[config.mk]
export PLATFORM = sky130hd
export DESIGN_NAME = dmem_arbiter
export DESIGN_NICKNAME = d
export VERILOG_FILES = /design/src/rtl/dmem_pkg.sv /design/src/rtl/rr_arb2.sv /design/src/rtl/dmem_arbiter.sv
export SDC_FILE = /design/constraint.sdc
export NUM_CORES = 1
export LEC_CHECK = 0
export BUFFER_PORTS_ARGS = -buffer_cell sky130_fd_sc_hd__buf_4
export CORE_MARGIN = 2
export CORE_UTILIZATION = 45
export CTS_BUF_LIST = sky130_fd_sc_hd__clkbuf_8
export DETAILED_ROUTE_END_ITERATION = 6
export PLACE_DENSITY = 0.81
export SLEW_MARGIN = 10
export SYNTH_ARGS = -nofsm -noshare
export SYNTH_HDL_FRONTEND = slang
export SYNTH_SLANG_ARGS = --single-unit
[constraint.sdc]
create_clock -name Clk -period 1.95 [get_ports Clk]
set_input_delay 0.39 -clock Clk [delete_from_list [all_inputs] [get_ports Clk]]
set_output_delay 0.39 -clock Clk [all_outputs]
set_load 0.03 [all_outputs]
[src/rtl/dmem_pkg.sv]
// Shared definitions for the data-memory arbiter: FSM state encoding and
// default sizing constants.
package dmem_pkg;

    localparam int unsigned DATA_WIDTH_DEF    = 32;
    localparam int unsigned ADDRESS_WIDTH_DEF = 16;
    localparam int unsigned MEM_DEPTH_DEF     = 32;

    typedef enum logic [1:0] {
        IDLE   = 2'd0,
        ACCESS = 2'd1,
        RESP   = 2'd2
    } state_e;

endpackage

[src/rtl/rr_arb2.sv]
// Two-way round-robin decision: a lone request wins outright, a tie goes to
// the requester that was not served last.
module rr_arb2 (
    input  logic [1:0] req,
    input  logic       last,
    output logic [1:0] grant_c,
    output logic       idx_c
);

    always_comb begin
        grant_c = 2'b00;
        idx_c   = 1'b0;
        case (req)
            2'b01: begin
                grant_c = 2'b01;
                idx_c   = 1'b0;
            end
            2'b10: begin
                grant_c = 2'b10;
                idx_c   = 1'b1;
            end
            2'b11: begin
                idx_c   = ~last;
                grant_c = last ? 2'b01 : 2'b10;
            end
            default: begin
                grant_c = 2'b00;
                idx_c   = 1'b0;
            end
        endcase
    end

endmodule

[src/rtl/dmem_arbiter.sv]
// Arbitrates a single-port data memory between the CPU (requester 0) and the
// DMA/debug port (requester 1); one access per three-cycle IDLE/ACCESS/RESP pass.
module dmem_arbiter
    import dmem_pkg::*;
#(
    parameter int unsigned DATA_WIDTH    = DATA_WIDTH_DEF,
    parameter int unsigned ADDRESS_WIDTH = ADDRESS_WIDTH_DEF,
    parameter int unsigned MEM_DEPTH     = MEM_DEPTH_DEF
) (
    input  logic                     Clk,
    input  logic                     Rst_n,
    input  logic [1:0]               Req,
    input  logic [1:0]               Write,
    input  logic [ADDRESS_WIDTH-1:0] Addr0,
    input  logic [ADDRESS_WIDTH-1:0] Addr1,
    input  logic [DATA_WIDTH-1:0]    WData0,
    input  logic [DATA_WIDTH-1:0]    WData1,
    output logic [1:0]               Ack,
    output logic                     Err,
    output logic [DATA_WIDTH-1:0]    RData,
    output logic [ADDRESS_WIDTH-1:0] MemAddress,
    output logic [DATA_WIDTH-1:0]    MemWriteData,
    output logic                     MemWrite,
    input  logic [DATA_WIDTH-1:0]    MemData
);

    state_e                   state_q, state_d;
    logic [1:0]               owner_q, owner_d;
    logic                     write_q, write_d;
    logic                     in_range_q, in_range_d;
    logic [ADDRESS_WIDTH-1:0] addr_q, addr_d;
    logic [DATA_WIDTH-1:0]    wdata_q, wdata_d;
    logic                     last_q, last_d;
    logic [1:0]               ack_q, ack_d;
    logic                     err_q, err_d;
    logic [DATA_WIDTH-1:0]    rdata_q, rdata_d;
    logic                     mem_we_q, mem_we_d;

    logic [1:0]               grant_c;
    logic                     idx_c;
    logic [ADDRESS_WIDTH-1:0] sel_addr_c;
    logic [DATA_WIDTH-1:0]    sel_wdata_c;
    logic                     sel_in_range_c;

    rr_arb2 u_rr_arb2 (
        .req     (Req),
        .last    (last_q),
        .grant_c (grant_c),
        .idx_c   (idx_c)
    );

    // Winner's request fields, only meaningful while some Req bit is high
    always_comb begin
        sel_addr_c     = idx_c ? Addr1 : Addr0;
        sel_wdata_c    = idx_c ? WData1 : WData0;
        sel_in_range_c = (sel_addr_c < ADDRESS_WIDTH'(MEM_DEPTH));
    end

    always_ff @(posedge Clk or negedge Rst_n) begin
        if (!Rst_n) begin
            state_q    <= IDLE;
            owner_q    <= '0;
            write_q    <= 1'b0;
            in_range_q <= 1'b0;
            addr_q     <= '0;
            wdata_q    <= '0;
            last_q     <= 1'b1;
            ack_q      <= '0;
            err_q      <= 1'b0;
            rdata_q    <= '0;
            mem_we_q   <= 1'b0;
        end else begin
            state_q    <= state_d;
            owner_q    <= owner_d;
            write_q    <= write_d;
            in_range_q <= in_range_d;
            addr_q     <= addr_d;
            wdata_q    <= wdata_d;
            last_q     <= last_d;
            ack_q      <= ack_d;
            err_q      <= err_d;
            rdata_q    <= rdata_d;
            mem_we_q   <= mem_we_d;
        end
    end

    // Ack/Err/MemWrite are computed one state early so they are flop outputs
    always_comb begin
        state_d    = state_q;
        owner_d    = owner_q;
        write_d    = write_q;
        in_range_d = in_range_q;
        addr_d     = addr_q;
        wdata_d    = wdata_q;
        last_d     = last_q;
        rdata_d    = rdata_q;
        ack_d      = 2'b00;
        err_d      = 1'b0;
        mem_we_d   = 1'b0;

        case (state_q)
            IDLE: begin
                if (|Req) begin
                    state_d    = ACCESS;
                    owner_d    = grant_c;
                    write_d    = Write[idx_c];
                    addr_d     = sel_addr_c;
                    wdata_d    = sel_wdata_c;
                    in_range_d = sel_in_range_c;
                    mem_we_d   = Write[idx_c] & sel_in_range_c;
                end
            end
            ACCESS: begin
                state_d = RESP;
                rdata_d = (!write_q && in_range_q) ? MemData : '0;
                ack_d   = owner_q;
                err_d   = ~in_range_q;
            end
            RESP: begin
                state_d = IDLE;
                last_d  = owner_q[1];
            end
            default: begin
                state_d = IDLE;
            end
        endcase
    end

    assign Ack          = ack_q;
    assign Err          = err_q;
    assign RData        = rdata_q;
    assign MemAddress   = addr_q;
    assign MemWriteData = wdata_q;
    assign MemWrite     = mem_we_q;

endmodule

[Word level (Yosys, flattened, before mapping)]
Index checks and enable logic that the tools add are counted.
Operators by class
  order comparisons: 2
  eq/ne operators: 6
  multiplexer cells: 14
  bitwise gates (word level): 3
  reduce and logical (&&, ||, !) cells: 5
Operators by type and width (count)
  $mux 32: 2
  $lt 16x6->1 const B: 1
  $mux 16: 1
  $eq 2x2->1 const B: 3
  $mux 2: 3
  $pmux 2 s3: 1
  $mux 1: 5
  $eq 2x1->1 const B: 2
  $pmux 2 s2: 1
  $logic_not 2->1: 1
  $lt 1x2->1 const B: 1
  $ne 2x2->1 const B: 1
  $not 1->1: 2
  $pmux 1 s2: 1
  $reduce_and 2->1: 1
  $reduce_or 2->1: 1
  $and 1x1->1: 1
  $logic_and 1x1->1: 1
  $logic_not 1->1: 1
Word-level totals
  flip-flop bits (word level): 91
  input port bits: 134
  output and inout bits: 84

[Logic depth before layout (Yosys ltp)]
  word-level depth: 7
  depth in mapped cells: 5
  mapped depth without buffers: 4

[By module]
From an unflattened synthesis, not the netlist that was laid out.
Unflattened totals
  cell total of the unflattened synthesis: 329
  area total of the unflattened synthesis: 3824.9 µm²
Modules (own cells, without submodules)
  dmem_arbiter: instances 1, cells each 325, area an instance 3798.6 µm², sequential area each 2278.4 µm²
  rr_arb2: instances 1, cells each 4, area an instance 26.3 µm², sequential area each 0.0 µm²

[Worst setup path after synthesis]
OpenSTA, ideal clock, no wires.
  path type: input to register
  start: input Req[1]
  end: register wdata_q[10] (netlist: MemWriteData[10])
  library setup time: 0.125 ns
  data arrival time: 1.422 ns
  setup slack: 0.403 ns
  stages on the path: 4
  path through: a21boi_4 buf_6 mux2_2 mux2_2
On the way
  longest elaborated chain between the ends: 3
RTL lines
  start: declaration: RTL line dmem_arbiter.sv:12  | input logic [1:0] Req,
  $eq 2x2->1: RTL line rr_arb2.sv:13  | case (req)
  $pmux 1 s2: RTL line rr_arb2.sv:13
  $mux 32: RTL line dmem_arbiter.sv:55  | sel_wdata_c = idx_c ? WData1 : WData0;
  end signal: assignment: RTL line dmem_arbiter.sv:78  | wdata_q <= wdata_d;
  end: declaration: RTL line dmem_arbiter.sv:32  | logic [DATA_WIDTH-1:0] wdata_q, wdata_d;
Parallel ways exist; a longest one is shown, timed or not.
A chain may end at the register's enable or synchronous reset.

[Worst setup path after layout]
  start: register last_q
  end: register wdata_q[16] (netlist: MemWriteData[16])
On the way
  longest elaborated chain between the ends: 3
RTL lines
  start: declaration: RTL line dmem_arbiter.sv:33  | logic last_q, last_d;
  start signal: assignment: RTL line dmem_arbiter.sv:79  | last_q <= last_d;
  $not 1->1: RTL line rr_arb2.sv:23  | idx_c = ~last;
  $pmux 1 s2: RTL line rr_arb2.sv:13
  $mux 32: RTL line dmem_arbiter.sv:55
Every way passes these cells.

==> impl_metrics.ini <==
[outcome]
status = completed

[power]
peakVddDrop_uv = 844
pwr_density_cell_nw_per_um2 = 1670
finalPower_mw = 9.96
power_leakage_nw = 2.95

[grt]
grt-ovfl-total = 0
grt_max_degree = 41
grt_first_pass_wirelength_um = 15600
grt_pass1_vias = 3096
antenna_found_initial = 0
grt_usage = 0.201

[floorplanning]
dieHeight_um = 98.2
row_count = 34
dieArea_um2 = 9650
die_x_um = 98.2
initial_core_util = 0.460
core_um2 = 8680
boundaryPins = 218

[critical_path]
crit_required_ns = 2.18
slowest_stage = dfstp_2
cp_max_fo = 40
critPathKind = register to register
arrival_ns = 1.87
worst_setup_path_start_kind = register
endpoint_kind = register
crit_chain = a21boi_4, buf_12, mux2_2, mux2_1
critPathMaxStageDelay_ns = 0.39

[timing]
drv_slew = 0
worstMarginPinSlew_ns = 0.493
max_freq_mhz = 607
hold_violations = 0
finalCritPeriodShare = 0.845
rsz0062_at_grt = false
max_slew_margin = 0.671
fin_skew_ns = 0.0175
finalSetupViolCount = 0
fin_crit_ns = 1.65
fin_setup_tns_ns = 0

[route]
dr_wl_met3_um = 605
wl_met2_um = 4980
highest_layer = met4
drc = 0
wl_met1_um = 3960
via_per_inst = 4.98
drtAntennaViolNets = 0
routed_wirelength_um = 9710
vias = 3005
routedWlPerCell_um = 16.1
dr.pass1.iters = 4
first_iter_violations = 61

[placement]
io_buffers = 217
dpl.hpwl_um = 7420
gp_congestion = 0.822

[yosys]
synthCells = 269
ys_warn_count = 0
synth_nets = 403
ys_ff_latch = 91
synthesis.area_um2 = 4000
seq_area_frac_synth = 0.570
synth.distinct_cells = 29
syn_avg_cell_area_um2 = 14.9

[cells_and_area]
fillers = 659
layout.nets = 625
drive_above_1_share = 0.601
diodes = 0
area_delta_synth_final_pct = 49.2

[clock_network]
clock-sinks = 91
cts_tree = done
postCtsResizedCells = 0
cts_buffers = 9
htreeDepth = 3
insertion_delay_ns = 0.35
path_clk_slew_ns = 0.10
cts_root_buffer = clkbuf_8
cts_buffer_depth = 2

[min_path]
holdCritPathClass = primary input to register

[flow_run]
drv_cap = 0
## cell usage after synthesis
master | instances | share of area
a211oi_1 | 1 | 0.0019
mux2i_1 | 1 | 0.0025
inv_2 | 1 | 0.00094
inv_1 | 4 | 0.0038
a21oi_1 | 3 | 0.0038
nor2_2 | 1 | 0.0016
mux2_1 | 45 | 0.13
mux2_2 | 51 | 0.14
or2_1 | 1 | 0.0016
o31ai_1 | 1 | 0.0019
nor3_1 | 2 | 0.0025
nand2_1 | 2 | 0.0019
a31oi_1 | 1 | 0.0016
nor4_1 | 4 | 0.0063
a22oi_1 | 1 | 0.0019
nand4b_1 | 1 | 0.0022
buf_6 | 8 | 0.023
buf_4 | 5 | 0.0094
o21ai_0 | 1 | 0.0013
dfstp_2 | 1 | 0.0066
a22o_1 | 33 | 0.072
nor2_1 | 3 | 0.0028
clkbuf_1 | 3 | 0.0028
buf_2 | 1 | 0.0013
dfrtp_1 | 90 | 0.56
nand2b_1 | 1 | 0.0016
nand4_1 | 1 | 0.0016
a21boi_4 | 1 | 0.0047
nor3b_4 | 1 | 0.0047
## timing repair
| action | in CTS | in global routing |
|---|---|---|
| buffers inserted | 0 | 0 |
| hold buffers | 1 | 0 |
| endpoints found under the setup margin | 0 | 0 |
| hold endpoints to repair | 4 | 0 |
## area by class of cell
cell class	count	area (um2)	share of cell area
tap	108	135	0.0227
timing repair buffer	228	1750	0.294
inverter	5	18.8	0.00315
multi-input combinational	156	1550	0.261
sequential	91	2280	0.382
clock inverter	7	98.8	0.0166
clock buffer	9	124	0.0208
## stage by stage
step / utilization / setup slack (ns) / cells / area, um2 / hold slack [ns]
6_report: 0.687 / 0.303 / 604 / 5960 / 0.251
5_1_grt: 0.687 / 0.249 / 604 / 5960 / 0.234
3_3_place_gp: 0.660 / 0.232 / 587 / 5730 / 0.371
3_5_place_dp: 0.660 / 0.187 / 587 / 5730 / 0.390
2_1_floorplan: - / 0.403 / 269 / 4000 / 0.0944
4_1_cts: 0.687 / 0.307 / 604 / 5960 / 0.234
## critical path: cells and delay by family (launching register included)
family	cells	cell delay, ns
mux	2	0.66
flops	1	0.39
buf+inv	1	0.25
compound gates	1	0.20
## per-layer routing
layer  GRT usage  up-vias
met1       0.251     1441
met5           0        -
met2       0.348      114
met3      0.0437       14
li1            -     1436
met4      0.0695        0
## cells by family after synthesis
| group | synth area share |
|---|---|
| DFF | 0.570 |
| AOI/OAI and AO/OA | 0.0893 |
| buffers and inverters | 0.0407 |
| and+or+nand+nor | 0.0266 |
| muxes | 0.273 |
## path summary, 6_finish.rpt
check | startpoint | endpoint | slack, ns | cells after the start
worst max-delay path | last_q$_DFFE_PN1N_ | MemWriteData[16]$_DFFE_PN0P_ | 0.30 | 4
min in group asynchronous | Rst_n | RData[5]$_DFFE_PN0N_ | 0.56 | 2
worst min-delay path | MemData[30] | RData[30]$_DFFE_PN0N_ | 0.25 | 2
max in group asynchronous | Rst_n | last_q$_DFFE_PN1N_ | 0.70 | 3
worst max register to register | last_q$_DFFE_PN1N_ | MemWriteData[16]$_DFFE_PN0P_ | 0.30 | 4
worst min register to register | in_range_q$_DFFE_PN0P_ | Err$_DFF_PN0_ | 0.47 | 1
## flip-flops by register name, summed over array words and instances, names as in the netlist, 2 cells and up
register      cells
state_q           2
MemAddress       16
owner_q           2
RData            32
MemWriteData     32
Ack               2
## layout by cell type, fill, tap and decap left out
| cell type | n |
|---|---|
| nor2_1 | 3 |
| mux2_1 | 45 |
| inv_2 | 1 |
| nand4b_1 | 1 |
| buf_4 | 224 |
| nand4_1 | 1 |
| a22oi_1 | 1 |
| a22o_1 | 33 |
| nand2_1 | 2 |
| inv_6 | 3 |
| inv_1 | 5 |
| o31ai_1 | 1 |
| nor3b_4 | 1 |
| nor2_2 | 1 |
| bufinv_16 | 2 |
| clkbuf_8 | 9 |
| or2_1 | 1 |
| clkinv_4 | 1 |
| buf_12 | 3 |
| dfrtp_1 | 90 |
| dfstp_2 | 1 |
| nor3_1 | 2 |
| a31oi_1 | 1 |
| o21ai_0 | 1 |
| dlygate4sd3_1 | 1 |
| mux2_2 | 51 |
| nor4_1 | 4 |
| a21oi_1 | 3 |
| a211oi_1 | 1 |
| nand2b_1 | 1 |
| mux2i_1 | 1 |
| a21boi_4 | 1 |
## report_power, final
part	leakage (nW)	internal (mW)	total, mW	switching (mW)
clock network	0.116	0.735	1.42	0.684
registers	1.13	2.80	3.29	0.496
logic	1.70	2.30	5.25	2.95
Power figures use the tool's default switching activity.
